## config.mk

```make
export PLATFORM = sky130hd
export DESIGN_NAME = rgb_led_arbiter
export DESIGN_NICKNAME = d
export VERILOG_FILES = /design/src/rtl/rgb_led_pkg.sv /design/src/rtl/rgb_pwm.sv /design/src/rtl/rgb_led_arbiter.sv
export SDC_FILE = /design/constraint.sdc
export NUM_CORES = 1
export LEC_CHECK = 0
export CAP_MARGIN = 20
export CORE_MARGIN = 2
export CORE_UTILIZATION = 60
export CTS_CLUSTER_DIAMETER = 80
export CTS_CLUSTER_SIZE = 20
export DETAILED_ROUTE_END_ITERATION = 6
export PLACE_DENSITY = 0.93
export SLEW_MARGIN = 10
export SYNTH_ARGS = -nofsm -noshare
export SYNTH_HDL_FRONTEND = slang
export SYNTH_SLANG_ARGS = --single-unit
```

## constraint.sdc

```tcl
create_clock -name clk_i -period 7.9 [get_ports clk_i]
set_clock_uncertainty 0.2 [all_clocks]
set_input_delay 1.58 -clock clk_i [delete_from_list [all_inputs] [get_ports clk_i]]
set_output_delay 1.58 -clock clk_i [all_outputs]
set_load 0.03 [all_outputs]
```

## src/rtl/rgb_led_pkg.sv

```systemverilog
// Shared types, constants and the priority picker for the RGB LED arbiter.
// Index 0 is always the highest-priority requester.
package rgb_led_pkg;

  localparam int MAX_REQ = 32;

  typedef enum logic [1:0] {
    IDLE,
    GRANT,
    GAP
  } state_e;

  typedef struct packed {
    logic [7:0] r;
    logic [7:0] g;
    logic [7:0] b;
  } color_t;

  localparam logic LED_OFF = 1'b1;

  // Isolates the lowest set bit, giving a one-hot winner (zero when nobody asks).
  function automatic logic [MAX_REQ-1:0] prio_pick(input logic [MAX_REQ-1:0] req);
    return req & (~req + MAX_REQ'(1));
  endfunction

endpackage

```

## src/rtl/rgb_pwm.sv

```systemverilog
// 8-bit three-channel PWM: prescaler, free-running frame counter and latched duties.
// lit_o is active-high and purely a function of registered state.
module rgb_pwm
  import rgb_led_pkg::*;
#(
  parameter int PWM_DIV = 47
) (
  input  logic       clk_i,
  input  logic       rst_ni,
  input  logic       latch_i,
  input  color_t     color_i,
  output logic [2:0] lit_o,
  output logic       frame_wrap_o
);

  localparam int PRESC_W = $clog2(PWM_DIV + 1);

  logic [PRESC_W-1:0] presc_q, presc_d;
  logic [7:0]         frame_q, frame_d;
  color_t             duty_q,  duty_d;
  logic               prescWrap;

  assign prescWrap    = (presc_q == PRESC_W'(PWM_DIV - 1));
  assign frame_wrap_o = prescWrap && (frame_q == 8'hFF);

  always_comb begin
    presc_d = prescWrap ? '0 : presc_q + PRESC_W'(1);
    frame_d = prescWrap ? frame_q + 8'd1 : frame_q;
    duty_d  = latch_i ? color_i : duty_q;
  end

  always_ff @(posedge clk_i or negedge rst_ni) begin
    if (!rst_ni) begin
      presc_q <= '0;
      frame_q <= '0;
      duty_q  <= '0;
    end else begin
      presc_q <= presc_d;
      frame_q <= frame_d;
      duty_q  <= duty_d;
    end
  end

  // Strict less-than: duty 0 never lights, duty 255 lights 255 of 256 steps.
  assign lit_o = {frame_q < duty_q.r, frame_q < duty_q.g, frame_q < duty_q.b};

endmodule

```

## src/rtl/rgb_led_arbiter.sv

```systemverilog
// Shares one active-low RGB LED between prioritised requesters with a minimum
// hold time, an off-gap between owners, PWM colour and optional blink.
module rgb_led_arbiter
  import rgb_led_pkg::*;
#(
  parameter int NUM_REQ   = 3,
  parameter int PWM_DIV   = 47,
  parameter int BLINK_CYC = 6000000,
  parameter int MIN_HOLD  = 1200000,
  parameter int GAP_CYC   = 12000
) (
  input  logic                   clk_i,
  input  logic                   rst_ni,
  input  logic [NUM_REQ-1:0]     req_i,
  input  logic [24*NUM_REQ-1:0]  color_i,
  input  logic [NUM_REQ-1:0]     blink_i,
  output logic [NUM_REQ-1:0]     gnt_o,
  output logic                   busy_o,
  output logic                   led_r_o,
  output logic                   led_g_o,
  output logic                   led_b_o
);

  localparam int HOLD_W  = (MIN_HOLD > 0) ? $clog2(MIN_HOLD + 1) : 1;
  localparam int BLINK_W = $clog2(BLINK_CYC + 1);
  localparam int GAP_W   = $clog2(GAP_CYC + 1);

  state_e               state_q, state_d;
  logic [NUM_REQ-1:0]   gnt_q,   gnt_d;
  logic                 busy_q,  busy_d;
  logic [HOLD_W-1:0]    hold_q,  hold_d;
  logic [GAP_W-1:0]     gap_q,   gap_d;
  logic [BLINK_W-1:0]   bcnt_q,  bcnt_d;
  logic                 phase_q, phase_d;
  logic [2:0]           led_q,   led_d;

  logic [NUM_REQ-1:0]   pick;
  logic [NUM_REQ-1:0]   colorSel;
  logic                 grantNow;
  logic                 ownerReq;
  logic                 ownerBlink;
  logic                 higherReq;
  logic                 holdDone;
  logic                 showLed;
  logic                 ledLatch;
  logic [23:0]          selColorRaw;
  logic [2:0]           lit;
  logic                 frameWrap;

  assign pick       = NUM_REQ'(prio_pick(MAX_REQ'(req_i)));
  assign ownerReq   = |(req_i & gnt_q);
  assign ownerBlink = |(blink_i & gnt_q);
  // gnt_q - 1 sets every bit below the owner, i.e. all higher-priority slots.
  assign higherReq  = |(req_i & (gnt_q - NUM_REQ'(1)));
  assign holdDone   = (hold_q >= HOLD_W'(MIN_HOLD));

  always_comb begin
    state_d  = state_q;
    gnt_d    = gnt_q;
    hold_d   = hold_q;
    gap_d    = gap_q;
    bcnt_d   = bcnt_q;
    phase_d  = phase_q;
    grantNow = 1'b0;
    case (state_q)
      IDLE: grantNow = |req_i;
      GRANT: begin
        if (!ownerReq || (holdDone && higherReq)) begin
          state_d = GAP;
          gnt_d   = '0;
          gap_d   = '0;
        end else if (!holdDone) begin
          hold_d = hold_q + HOLD_W'(1);
        end
        if (bcnt_q == BLINK_W'(BLINK_CYC - 1)) begin
          bcnt_d  = '0;
          phase_d = ~phase_q;
        end else begin
          bcnt_d = bcnt_q + BLINK_W'(1);
        end
      end
      GAP: begin
        if (gap_q == GAP_W'(GAP_CYC - 1)) begin
          if (|req_i) grantNow = 1'b1;
          else        state_d  = IDLE;
        end else begin
          gap_d = gap_q + GAP_W'(1);
        end
      end
      default: state_d = IDLE;
    endcase
    // Leaving the gap re-arbitrates in the same cycle, sharing the idle grant path.
    if (grantNow) begin
      state_d = GRANT;
      gnt_d   = pick;
      hold_d  = '0;
      bcnt_d  = '0;
      phase_d = 1'b1;
    end
  end

  always_comb begin
    colorSel    = grantNow ? pick : gnt_q;
    selColorRaw = '0;
    for (int i = 0; i < NUM_REQ; i++) begin
      if (colorSel[i]) selColorRaw = selColorRaw | color_i[24*i +: 24];
    end
  end

  assign ledLatch = grantNow || (frameWrap && (state_q == GRANT));

  rgb_pwm #(
    .PWM_DIV (PWM_DIV)
  ) u_pwm (
    .clk_i        (clk_i),
    .rst_ni       (rst_ni),
    .latch_i      (ledLatch),
    .color_i      (color_t'(selColorRaw)),
    .lit_o        (lit),
    .frame_wrap_o (frameWrap)
  );

  always_comb begin
    showLed = (state_q == GRANT) && (!ownerBlink || phase_q);
    led_d   = ~(lit & {3{showLed}});
    busy_d  = |gnt_d;
  end

  always_ff @(posedge clk_i or negedge rst_ni) begin
    if (!rst_ni) begin
      state_q <= IDLE;
      gnt_q   <= '0;
      busy_q  <= 1'b0;
      hold_q  <= '0;
      gap_q   <= '0;
      bcnt_q  <= '0;
      phase_q <= 1'b1;
      led_q   <= {3{LED_OFF}};
    end else begin
      state_q <= state_d;
      gnt_q   <= gnt_d;
      busy_q  <= busy_d;
      hold_q  <= hold_d;
      gap_q   <= gap_d;
      bcnt_q  <= bcnt_d;
      phase_q <= phase_d;
      led_q   <= led_d;
    end
  end

  assign gnt_o   = gnt_q;
  assign busy_o  = busy_q;
  assign led_r_o = led_q[2];
  assign led_g_o = led_q[1];
  assign led_b_o = led_q[0];

endmodule

```

==> impl_results.md <==
* Number of top-level pins at 87
* Sequential area share after synthesis at 40.75%
* Row cnt at 38
* Worst Path Arrival at ~4.3 ns
* DR vias/cell at around 6.3
* Fillers at 729
* Antenna Nets Post-Route at 0
* Post-synth EDFFs at 0
* Area leader, netlist: dfrtp_1
* Synth async-reset ratio at 100.0%
* Post-Route WL at roughly 16000 um
* Syn Nets at slightly below 800
* Synth top area cells: dfrtp_1 39%, a221o_1 7.5%, ha_1 6.3%
* Period utilisation layout at ~54%
* VDD IR-drop max at approximately 0.00019 V
* Synth Area per Inst at between 9 and 10 um2
* WL per Instance at roughly 18 um
* Unrepaired setup endpoints after global routing: no
* CTS Hold Bufs at 0
* Max clock buf depth at 2
* N_diodes at 0
* DRC viols at 0
* Slew Limit Fails at 0
* Setup TNS Final at 0 ns
* Worst slew pin tran at 1.003 ns
* Max Cap Violations at 0
* Core Area at between 10000 and 15000 um2
* Buf+Inv Stages, Crit Path at 1
* Setup crit start kind: input port
* Drt first-iter violations at 416
* Setup violations, final at 0
* CTS HTree Levels at 3
* Final hold violation count at 0
* Largest stage delay on the critical path at between 0.7 and 0.8 ns
* Post-synth top area share at about two fifths
* Pre-CTS setup slack at 2.966 ns
* Synth Cell Area at 6521 um2
* Leak pwr at about 3.3 nW
* Total clock sinks at between 100 and 150
* Synthesized flop and latch total at between 100 and 150
* Synth warn at 0
* Critical Path RT at around 7.9 ns
* Slowest CP cell: nor3_2
* Gate Count Post-Synth at 672
* Share of cells above drive strength 1 at under 10%
* Setup crit end kind: flip-flop
* Fin crit period at 4.229 ns
* Family with the most delay on the worst path: compound AO/OA/AOI/OAI gates
* Port Buffers at 86
* Final core utilization at a little under three quarters
* Power Density at approximately 260 nW/um2
* Critical-path cell list: clkdlybuf4s50_1 > a222oi_1 > nor2_1 > o211a_1 > nor3_2 > nor2_1
* Die ar. at between 10000 and 15000 um2
* CTS root buf: clkbuf_8
* Distinct cell type count after synthesis at 60
* Die Height at 108.3 um
* Die width at ~110 um
* Hold Path Class: reg -> reg
* Clock latency on the worst-skew pair at ~0.39 ns
* TritonRoute pass-1 iters at 6
* Worst Setup Slack, final at about 3.7 ns
* Slew HR at around a third
* Most used cell, CP: nor2_1
* Max Freq at approximately 240 MHz
* Outcome: finished clean
* Largest net degree at the start of global routing at 55
* Initial antenna violation count at 0
* Initial core utilization at about three fifths
* Nets at between 800 and 900
* First-pass GRT wire length at 26160 um
* WS Path Type: in -> reg
* Overflow after GRT at 0
* Clock slew at reported path FFs at 0.10 ns
* Synthesis-to-finish area growth at 18.07%
* Total GRT Usage at 28.07%
* # resized after CTS at 0
* Vias in the first global route at between 5000 and 6000
* Post-DP HPWL at 11530 um
* CTS buffer count at 9
* CP Max Fanout at 20
* Top_reg_cell synth: dfrtp_1
* Post-CTS setup buffers at 0
* Vias at ~5600
* CTS tree: yes
* RD Place Congestion at ~0.9
layout make-up:
cell class	instances	area, um2	area share [%]
inverters	36	135.1	1.755
multi-input cells	499	3587	46.59
flip-flops and latches	106	2658	34.51
repair buffers	94	918.4	11.93
clock buffers	11	141.4	1.836
well taps	140	175.2	2.275
clock inverters	5	85.08	1.105
through the flow:
stage / cells / hold slack, ns / power, mW / area [um2]
after global placement: 875 / 0.2887 / 1.540 / 7468
after floorplan: 672 / 0.2737 / 1.358 / 6521
after global routing: 891 / 0.3509 / 2.094 / 7700
final: 891 / 0.3210 / 1.979 / 7700
after detailed placement: 875 / 0.2979 / 1.587 / 7468
after CTS: 891 / 0.3119 / 1.968 / 7695
state kept, by name, indices dropped and copies added, names as in the netlist:
name,cells
u_pwm.duty_q,24
bcnt_q,23
hold_q,21
gap_q,14
u_pwm.frame_q,8
u_pwm.presc_q,6
gnt_o,3
led_q,3
state_q,2
busy_o,1
phase_q,1
metal layers:
metal  GRT usage, %  up-vias  share of wire [%]
li1               -     2606                  -
met1          33.87     2790                 40
met2          50.18      217                 52
met3          4.039       29                5.9
met4          11.72        0                2.0
met5              0        -                  0
logic make-up (layout without fill, tap and decap cells):
family | Yosys count | count (layout) | synth area share [%]
buffers and inverters | 67 | 146 | 4.470
XOR/XNOR | 59 | 59 | 7.924
multiplexers | 3 | 3 | 0.5180
AO/OA/AOI/OAI | 138 | 138 | 17.56
adder cells (fa/ha/maj) | 33 | 33 | 6.332
AND/OR/NAND/NOR | 266 | 266 | 22.45
flip-flops | 106 | 106 | 40.75
placed cells by master, fill, tap and decap left out, types with 12 or more instances in the layout:
cell	n
a21oi_1	19
a221o_1	49
a22o_1	24
clkdlybuf4s50_1	85
dfrtp_1	102
ha_1	33
inv_1	36
nand2_1	38
nand3_1	29
nand4_1	20
nor2_1	78
nor2b_1	30
o21ai_0	12
xnor2_1	31
xor2_1	28
worst register-to-register path: stages, from the launching register on:
cell and delay [ns]:
dfrtp_1 0.42, or3b_1 0.42, or4_4 0.59, o21ai_1 0.78
nand3_1 0.40, or3_1 0.45, a21oi_1 0.15
synth_stat cells (all sizes together) (6+ instances only):
library cell / instances
ha: 33
clkbuf: 21
nor4: 10
dfrtp: 102
a21o: 8
inv: 36
buf: 10
nand3: 29
a21oi: 19
nand4: 20
nand2: 38
a22o: 24
a221o: 49
and3: 6
or3: 6
nor3: 16
nor2b: 30
xor2: 28
xnor2: 31
nor2: 79
o21ai: 14
path summary, 6_finish.rpt:
path	startpoint	endpoint	slack [ns]	cells past startpoint
min in group asynchronous	rst_ni	hold_q[1]	1.02	1
hold reg to reg	u_pwm.presc_q[0]	u_pwm.presc_q[0]	0.32	1
setup / recovery	req_i[1]	gap_q[4]	3.67	6
hold / removal	u_pwm.presc_q[0]	u_pwm.presc_q[0]	0.32	1
max in group asynchronous	rst_ni	hold_q[5]	5.33	2
setup reg to reg	gap_q[8]	bcnt_q[20]	4.38	6
report_power, final:
group	internal, mW	switching, mW
Clock	0.190	0.189
Combinational	0.373	0.516
Sequential	0.641	0.0715
Note: power is estimated with default switching activity, not from simulation.
